File: config.mk
export PLATFORM = sky130hd
export DESIGN_NAME = instr_prefetch_queue
export DESIGN_NICKNAME = d
export VERILOG_FILES = /design/src/rtl/riscv_pkg.sv /design/src/rtl/ipq_fifo.sv /design/src/rtl/instr_prefetch_queue.sv
export SDC_FILE = /design/constraint.sdc
export NUM_CORES = 1
export LEC_CHECK = 0
export BUFFER_PORTS_ARGS = -buffer_cell sky130_fd_sc_hd__buf_2
export CAP_MARGIN = 5
export CORE_MARGIN = 2
export CORE_UTILIZATION = 45
export DETAILED_ROUTE_END_ITERATION = 10
export PLACE_DENSITY = 0.67
export SKIP_CTS_REPAIR_TIMING = 1
export SLEW_MARGIN = 20
export SYNTH_ARGS = -nofsm -noshare
export SYNTH_HDL_FRONTEND = slang
export SYNTH_SLANG_ARGS = --single-unit
File: constraint.sdc
create_clock -name clk_i -period 3.34 [get_ports clk_i]
set_input_delay 0.501 -clock clk_i [delete_from_list [all_inputs] [get_ports clk_i]]
set_output_delay 0.501 -clock clk_i [all_outputs]
set_load 0.02 [all_outputs]
File: src/rtl/riscv_pkg.sv
// Shared RISC-V front-end types: pc/instr words, prefetch-queue FSM states and
// the {pc, instr} entry carried from memory to fetch.
package riscv_pkg;

  localparam int unsigned XLEN = 32;

  typedef logic [XLEN-1:0] pc_t;
  typedef logic [XLEN-1:0] instr_t;

  localparam pc_t PC_INC = pc_t'(4);

  typedef enum logic {
    IPQ_RUN   = 1'b0,
    IPQ_FLUSH = 1'b1
  } ipq_state_e;

  typedef struct packed {
    pc_t    pc;
    instr_t instr;
  } fetch_entry_t;

endpackage

File: src/rtl/ipq_fifo.sv
// Small synchronous FIFO used by the prefetch queue for fetched entries and for
// the pcs of outstanding memory requests. Head reads as zero when empty.
module ipq_fifo
  import riscv_pkg::*;
#(
  parameter int unsigned DEPTH = 4,
  parameter type         T     = fetch_entry_t
) (
  input  logic                       clk_i,
  input  logic                       reset_i,
  input  logic                       flush_i,
  input  logic                       push_i,
  input  T                           data_i,
  input  logic                       pop_i,
  output T                           data_o,
  output logic [$clog2(DEPTH+1)-1:0] count_o,
  output logic                       full_o,
  output logic                       empty_o
);

  localparam int unsigned AW = (DEPTH > 1) ? $clog2(DEPTH) : 1;
  localparam int unsigned CW = $clog2(DEPTH + 1);

  T              mem_q [DEPTH];
  logic [AW-1:0] wr_q, wr_d, rd_q, rd_d;
  logic [CW-1:0] count_q, count_d;

  function automatic logic [AW-1:0] ptr_inc(input logic [AW-1:0] p);
    return (32'(p) == DEPTH - 1) ? '0 : p + 1'b1;
  endfunction

  always_comb begin
    wr_d    = push_i ? ptr_inc(wr_q) : wr_q;
    rd_d    = pop_i ? ptr_inc(rd_q) : rd_q;
    count_d = count_q + CW'(push_i) - CW'(pop_i);
  end

  // flush has priority over any push/pop in the same cycle
  always_ff @(posedge clk_i) begin
    if (reset_i || flush_i) begin
      wr_q    <= '0;
      rd_q    <= '0;
      count_q <= '0;
    end else begin
      wr_q    <= wr_d;
      rd_q    <= rd_d;
      count_q <= count_d;
    end
  end

  always_ff @(posedge clk_i) begin
    if (push_i) mem_q[wr_q] <= data_i;
  end

  assign empty_o = (count_q == '0);
  assign full_o  = (count_q == CW'(DEPTH));
  assign count_o = count_q;
  assign data_o  = empty_o ? T'('0) : mem_q[rd_q];

endmodule

File: src/rtl/instr_prefetch_queue.sv
// Sequential instruction prefetcher with redirect flush and in-flight discard.
// Define IPQ_BYPASS_EN to forward a response straight to fetch when the queue is empty.
module instr_prefetch_queue
  import riscv_pkg::*;
#(
  parameter int unsigned DEPTH     = 4,
  parameter int unsigned MAX_OUTST = 2,
  parameter pc_t         RESET_PC  = '0
) (
  input  logic            clk_i,
  input  logic            reset_i,
  output logic            imem_req_o,
  output logic [XLEN-1:0] imem_addr_o,
  input  logic            imem_gnt_i,
  input  logic            imem_rvalid_i,
  input  logic [XLEN-1:0] imem_rdata_i,
  input  logic            branch_en_i,
  input  logic [XLEN-1:0] branch_addr_i,
  output logic            out_valid_o,
  input  logic            out_ready_i,
  output logic [XLEN-1:0] out_pc_o,
  output logic [XLEN-1:0] out_instr_o
);

  localparam int unsigned QCW = $clog2(DEPTH + 1);
  localparam int unsigned OCW = $clog2(MAX_OUTST + 1);

  ipq_state_e     state_q, state_d;
  pc_t            fetch_pc_q, fetch_pc_d;
  logic [OCW-1:0] discard_q, discard_d;

  fetch_entry_t   q_in, q_head;
  logic           q_push, q_pop, q_full, q_empty;
  logic [QCW-1:0] q_count;

  pc_t            rsp_pc;
  logic           opc_full, opc_empty;
  logic [OCW-1:0] opc_count, outst_nxt;

  logic           req, issue, rsp, drop, byp;

  ipq_fifo #(.DEPTH(DEPTH), .T(fetch_entry_t)) u_queue (
    .clk_i   (clk_i),
    .reset_i (reset_i),
    .flush_i (branch_en_i),
    .push_i  (q_push),
    .data_i  (q_in),
    .pop_i   (q_pop),
    .data_o  (q_head),
    .count_o (q_count),
    .full_o  (q_full),
    .empty_o (q_empty)
  );

  // Tracks issue pcs of every request in flight, including ones later discarded.
  ipq_fifo #(.DEPTH(MAX_OUTST), .T(pc_t)) u_outst_pc (
    .clk_i   (clk_i),
    .reset_i (reset_i),
    .flush_i (1'b0),
    .push_i  (issue),
    .data_i  (fetch_pc_q),
    .pop_i   (rsp),
    .data_o  (rsp_pc),
    .count_o (opc_count),
    .full_o  (opc_full),
    .empty_o (opc_empty)
  );

  assign req   = (state_q == IPQ_RUN) && !branch_en_i && !q_full && !opc_full
               && (32'(q_count) + 32'(opc_count) < DEPTH);
  assign issue = req && imem_gnt_i;
  assign rsp   = imem_rvalid_i && !opc_empty;
  assign drop  = (discard_q != '0);

`ifdef IPQ_BYPASS_EN
  assign byp = q_empty && !drop && rsp && !branch_en_i;
`else
  assign byp = 1'b0;
`endif

  assign q_in   = '{pc: rsp_pc, instr: imem_rdata_i};
  assign q_push = rsp && !drop && !branch_en_i && !(byp && out_ready_i);
  assign q_pop  = !q_empty && out_valid_o && out_ready_i;

  assign outst_nxt = opc_count + OCW'(issue) - OCW'(rsp);

  always_comb begin
    state_d    = state_q;
    fetch_pc_d = fetch_pc_q;
    discard_d  = discard_q;
    if (issue) fetch_pc_d = fetch_pc_q + PC_INC;
    if (rsp && drop) discard_d = discard_q - 1'b1;
    if (state_q == IPQ_FLUSH && discard_d == '0) state_d = IPQ_RUN;
    // everything still in flight after this cycle belongs to the old stream
    if (branch_en_i) begin
      fetch_pc_d = branch_addr_i & ~pc_t'(3);
      discard_d  = outst_nxt;
      state_d    = (outst_nxt != '0) ? IPQ_FLUSH : IPQ_RUN;
    end
  end

  always_ff @(posedge clk_i) begin
    if (reset_i) begin
      state_q    <= IPQ_RUN;
      fetch_pc_q <= RESET_PC;
      discard_q  <= '0;
    end else begin
      state_q    <= state_d;
      fetch_pc_q <= fetch_pc_d;
      discard_q  <= discard_d;
    end
  end

  assign imem_req_o  = req;
  assign imem_addr_o = fetch_pc_q;
  assign out_valid_o = !branch_en_i && (!q_empty || byp);
  assign out_pc_o    = byp ? rsp_pc : q_head.pc;
  assign out_instr_o = byp ? imem_rdata_i : q_head.instr;

endmodule

==> impl_results.md <==
- Run status: completed
- Global placer's final weighted congestion: 0.812
- I/O pin cnt: 168
- CTS Sinks: 355
- Final worst path period share: 84.0%
- Post-Syn Instances: 848
- Finish-stage setup viols: 0
- Root Buffer: clkbuf_16
- CP Max Fanout: 17
- Area growth syn-to-layout: 18.4%
- CTS tree: yes
- Post-synthesis area per instance: 16.8 um2
- Slowest CP cell: dfxtp_4
- HP Class: primary input to register
- Final Skew: 0.0146 ns
- Cell chain of the critical path: buf_4, mux4_2, nor2b_1, buf_2
- Die area: 33000 um2
- Final core utilization: 53.8%
- Initial Util: 45.4%
- Reg2Reg Setup Slack: 0.89 ns
- Fraction of registers with async set or reset after synthesis: 0%
- Hold endpoint: u_queue.mem_q[2][29]
- Final net count: 1110
- Pwr/cell area: 620 nW/um2
- First-pass GRT wire length: 44600 um
- Fill count: 2532
- Simple-Gate Fraction of Synth Area: 8.61%
- Compound-gate portion of the synthesized area: 3.22%
- Post-synthesis sequential area ratio: 71.7%
- Post-synth top area share: 65.1%
- Critical Path RT: 2.84 ns
- DRC: 0
- Maximum VDD drop: 343 uV
- Port Buffers: 161
- Synthesized area: 14200 um2
- Post-synthesis xor/xnor area fraction: 0.986%
- Die Wd: 182 um
- Via count: 7882
- Max-Slew Margin vs Limit: 36.2%
- Synth Warn #: 0
- First-pass DRT Iterations: 5
- Final non-filler cell area: 16800 um2
- Number of DRC markers in iteration 0: 570
- Fin Setup TNS: 0 ns
- EDFF count, synth: 308
- Worst path top cell family by delay: flip-flops
- Critical path class: register to output pin
- Largest net degree at the start of global routing: 64
- Final-report max-slew violation count: 0
- Min-delay src: imem_rdata_i[29]
- CTS Buf Count: 37
- CTS H-tree lvls: 2
- Post-Route WL: 28500 um
- Hold Path Depth: 1
- Initial antenna violation count: 0
- Ranking of synthesized cells by area: edfxtp_1 65%, mux4_2 9.8%, dfxtp_1 6.6%
- Grt total ovfl: 0
- Leakage Power: 0.00587 uW
- N_diodes: 0
- R2r worst-path depth: 5
- Achievable Freq: 356 MHz
- Post-synth top flop: edfxtp_1
- Via-per-instance ratio: 5.41
- Antenna-violating nets left: 0
- Maximum Capacitance Violations: 0
- Vias in the first global route: 7933
- GRT Resource Usage Total: 17.5%
- Origin of the critical flop-to-flop path: u_outst_pc.count_o[1]
- R2R Path End: u_outst_pc.mem_q[0][9]
- Core area: 31300 um2
- Clock Latency Late Sink: 0.51 ns
- CP Buf/Inv Count: 2
- Slowest Stage Delay on Critical Path: 0.57 ns
- Reg clk slew, reported paths: 0.06 ns
- Setup crit end kind: output pin
- CTS max path bufs: 3
- Yosys top cell by area: edfxtp_1
- DP Area: 15600 um2
- CP arrival: 2.30 ns
- Yosys reg bits: 355
- RSZ-0062 raised after global routing: no
- Min cycle time layout: 2.81 ns
- Mux contribution to synthesized area: 12.4%
- Total power: 10400 uW
- Synth Area in Adders: 1.11%
- Final hold violations: 0
- Largest family of logic cells by synthesized area: multiplexers
- Share of cells above drive strength 1: 29.8%
- FP Rows: 65
- HPWL Detailed: 18200 um
- Yosys cell types: 55
- Die Y-Extent: 182 um
- CP startpoint kind: register
- Worst-margin pin slew: 0.957 ns
- WL/cell: 19.6 um
## synthesized netlist by cell type (3+ instances only)
| cell | n |
|---|---|
| nand3_1 | 13 |
| ha_1 | 11 |
| inv_1 | 15 |
| a21o_1 | 3 |
| mux4_2 | 62 |
| nand4_1 | 13 |
| a22oi_1 | 5 |
| edfxtp_1 | 308 |
| xor2_1 | 10 |
| buf_1 | 5 |
| o211ai_1 | 4 |
| mux2i_1 | 35 |
| buf_2 | 5 |
| nand2_1 | 23 |
| nor3_1 | 10 |
| and4_1 | 4 |
| a31oi_1 | 5 |
| and3_1 | 6 |
| and2_1 | 10 |
| clkbuf_1 | 32 |
| o21ai_0 | 10 |
| a211oi_1 | 7 |
| dfxtp_1 | 47 |
| a21oi_1 | 20 |
| or3_1 | 6 |
| nor2b_1 | 63 |
| xnor2_1 | 6 |
| buf_4 | 5 |
| nor2_1 | 72 |
## cells in the final DEF, fill, tap and decap left out, types with 3 or more instances in the layout
master,n
clkbuf_16,39
nand2_1,23
edfxtp_1,308
and2_4,4
inv_1,15
clkinv_1,13
buf_2,161
or3_1,6
bufinv_16,4
nor3_2,3
nand3_1,13
a31oi_1,5
xor2_1,10
buf_12,8
xnor2_1,6
a21oi_1,20
nor2b_1,63
dfxtp_1,44
and2_1,6
a211oi_1,7
o211ai_1,4
and3_1,6
mux4_2,62
a21o_1,3
and4_1,4
nor2_1,70
mux2i_1,35
nor3_1,9
nand4_1,13
ha_1,11
buf_4,17
conb_1,4
clkbuf_1,6
o21ai_0,10
clkinv_2,3
a22oi_1,5
## where the power goes
part | total (uW) | internal [uW] | switching (uW)
logic | 1080 | 412 | 670
registers | 5350 | 5170 | 174
clock network | 4010 | 2430 | 1580
total | 10400 | 8020 | 2420
## worst max path at each step
stage	cells past startpoint	slack [ns]	endpoint	start
2_1_floorplan	4	0.32	u_queue.mem_q[0][0]	branch_en_i
3_3_place_gp	5	0.71	u_outst_pc.mem_q[0][6]	branch_en_i
3_5_place_dp	5	0.69	u_outst_pc.mem_q[0][6]	branch_en_i
4_1_cts	4	0.46	out_instr_o[6]	register
5_1_grt	4	0.36	out_instr_o[6]	register
6_report	4	0.53	out_instr_o[6]	register
## registers in the layout, indices dropped and copies added, names as in the netlist, named ones only
register and flops:
imem_addr_o 30, u_outst_pc.wr_q 1, u_outst_pc.rd_q 1, u_queue.mem_q 248, u_outst_pc.mem_q 60, u_queue.wr_q 2, u_queue.rd_q 2, state_q 1
discard_q 2, u_queue.count_o 3, u_outst_pc.count_o 2
## per-stage QoR
step | setup slack [ns] | hold slack, ns | cells
3_5_place_dp | 0.694 | 0.500 | 1391
6_report | 0.534 | 0.212 | 1457
2_1_floorplan | 0.318 | 0.472 | 851
4_1_cts | 0.457 | 0.183 | 1457
3_3_place_gp | 0.706 | 0.488 | 1391
5_1_grt | 0.362 | 0.192 | 1457
## routing by layer
layer | part of all wire, % | global-route usage, %
met5 | 0 | 0
met3 | 6.4 | 3.67
met2 | 49 | 29.1
met1 | 43 | 23.8
met4 | 1.5 | 3.97
## cell families (layout without fill, tap and decap cells)
logic type,count (synthesis),in the layout
simple gates,232,232
other cells,1,4
flops,355,355
xor+xnor,16,16
fa+ha+maj,12,12
mux,99,99
compound gates,69,69
buf+inv,64,268
## final cells by class
type / count / area [um2] / area share (%)
clock buffer: 45 / 998 / 5.93
clock inverter: 21 / 198 / 1.17
inverter: 16 / 60.1 / 0.357
multi-input combinational: 432 / 3780 / 22.5
sequential: 355 / 10200 / 60.6
tap: 402 / 503 / 2.99
timing repair buffer: 186 / 1090 / 6.50
(Power assumes the default switching activity.)
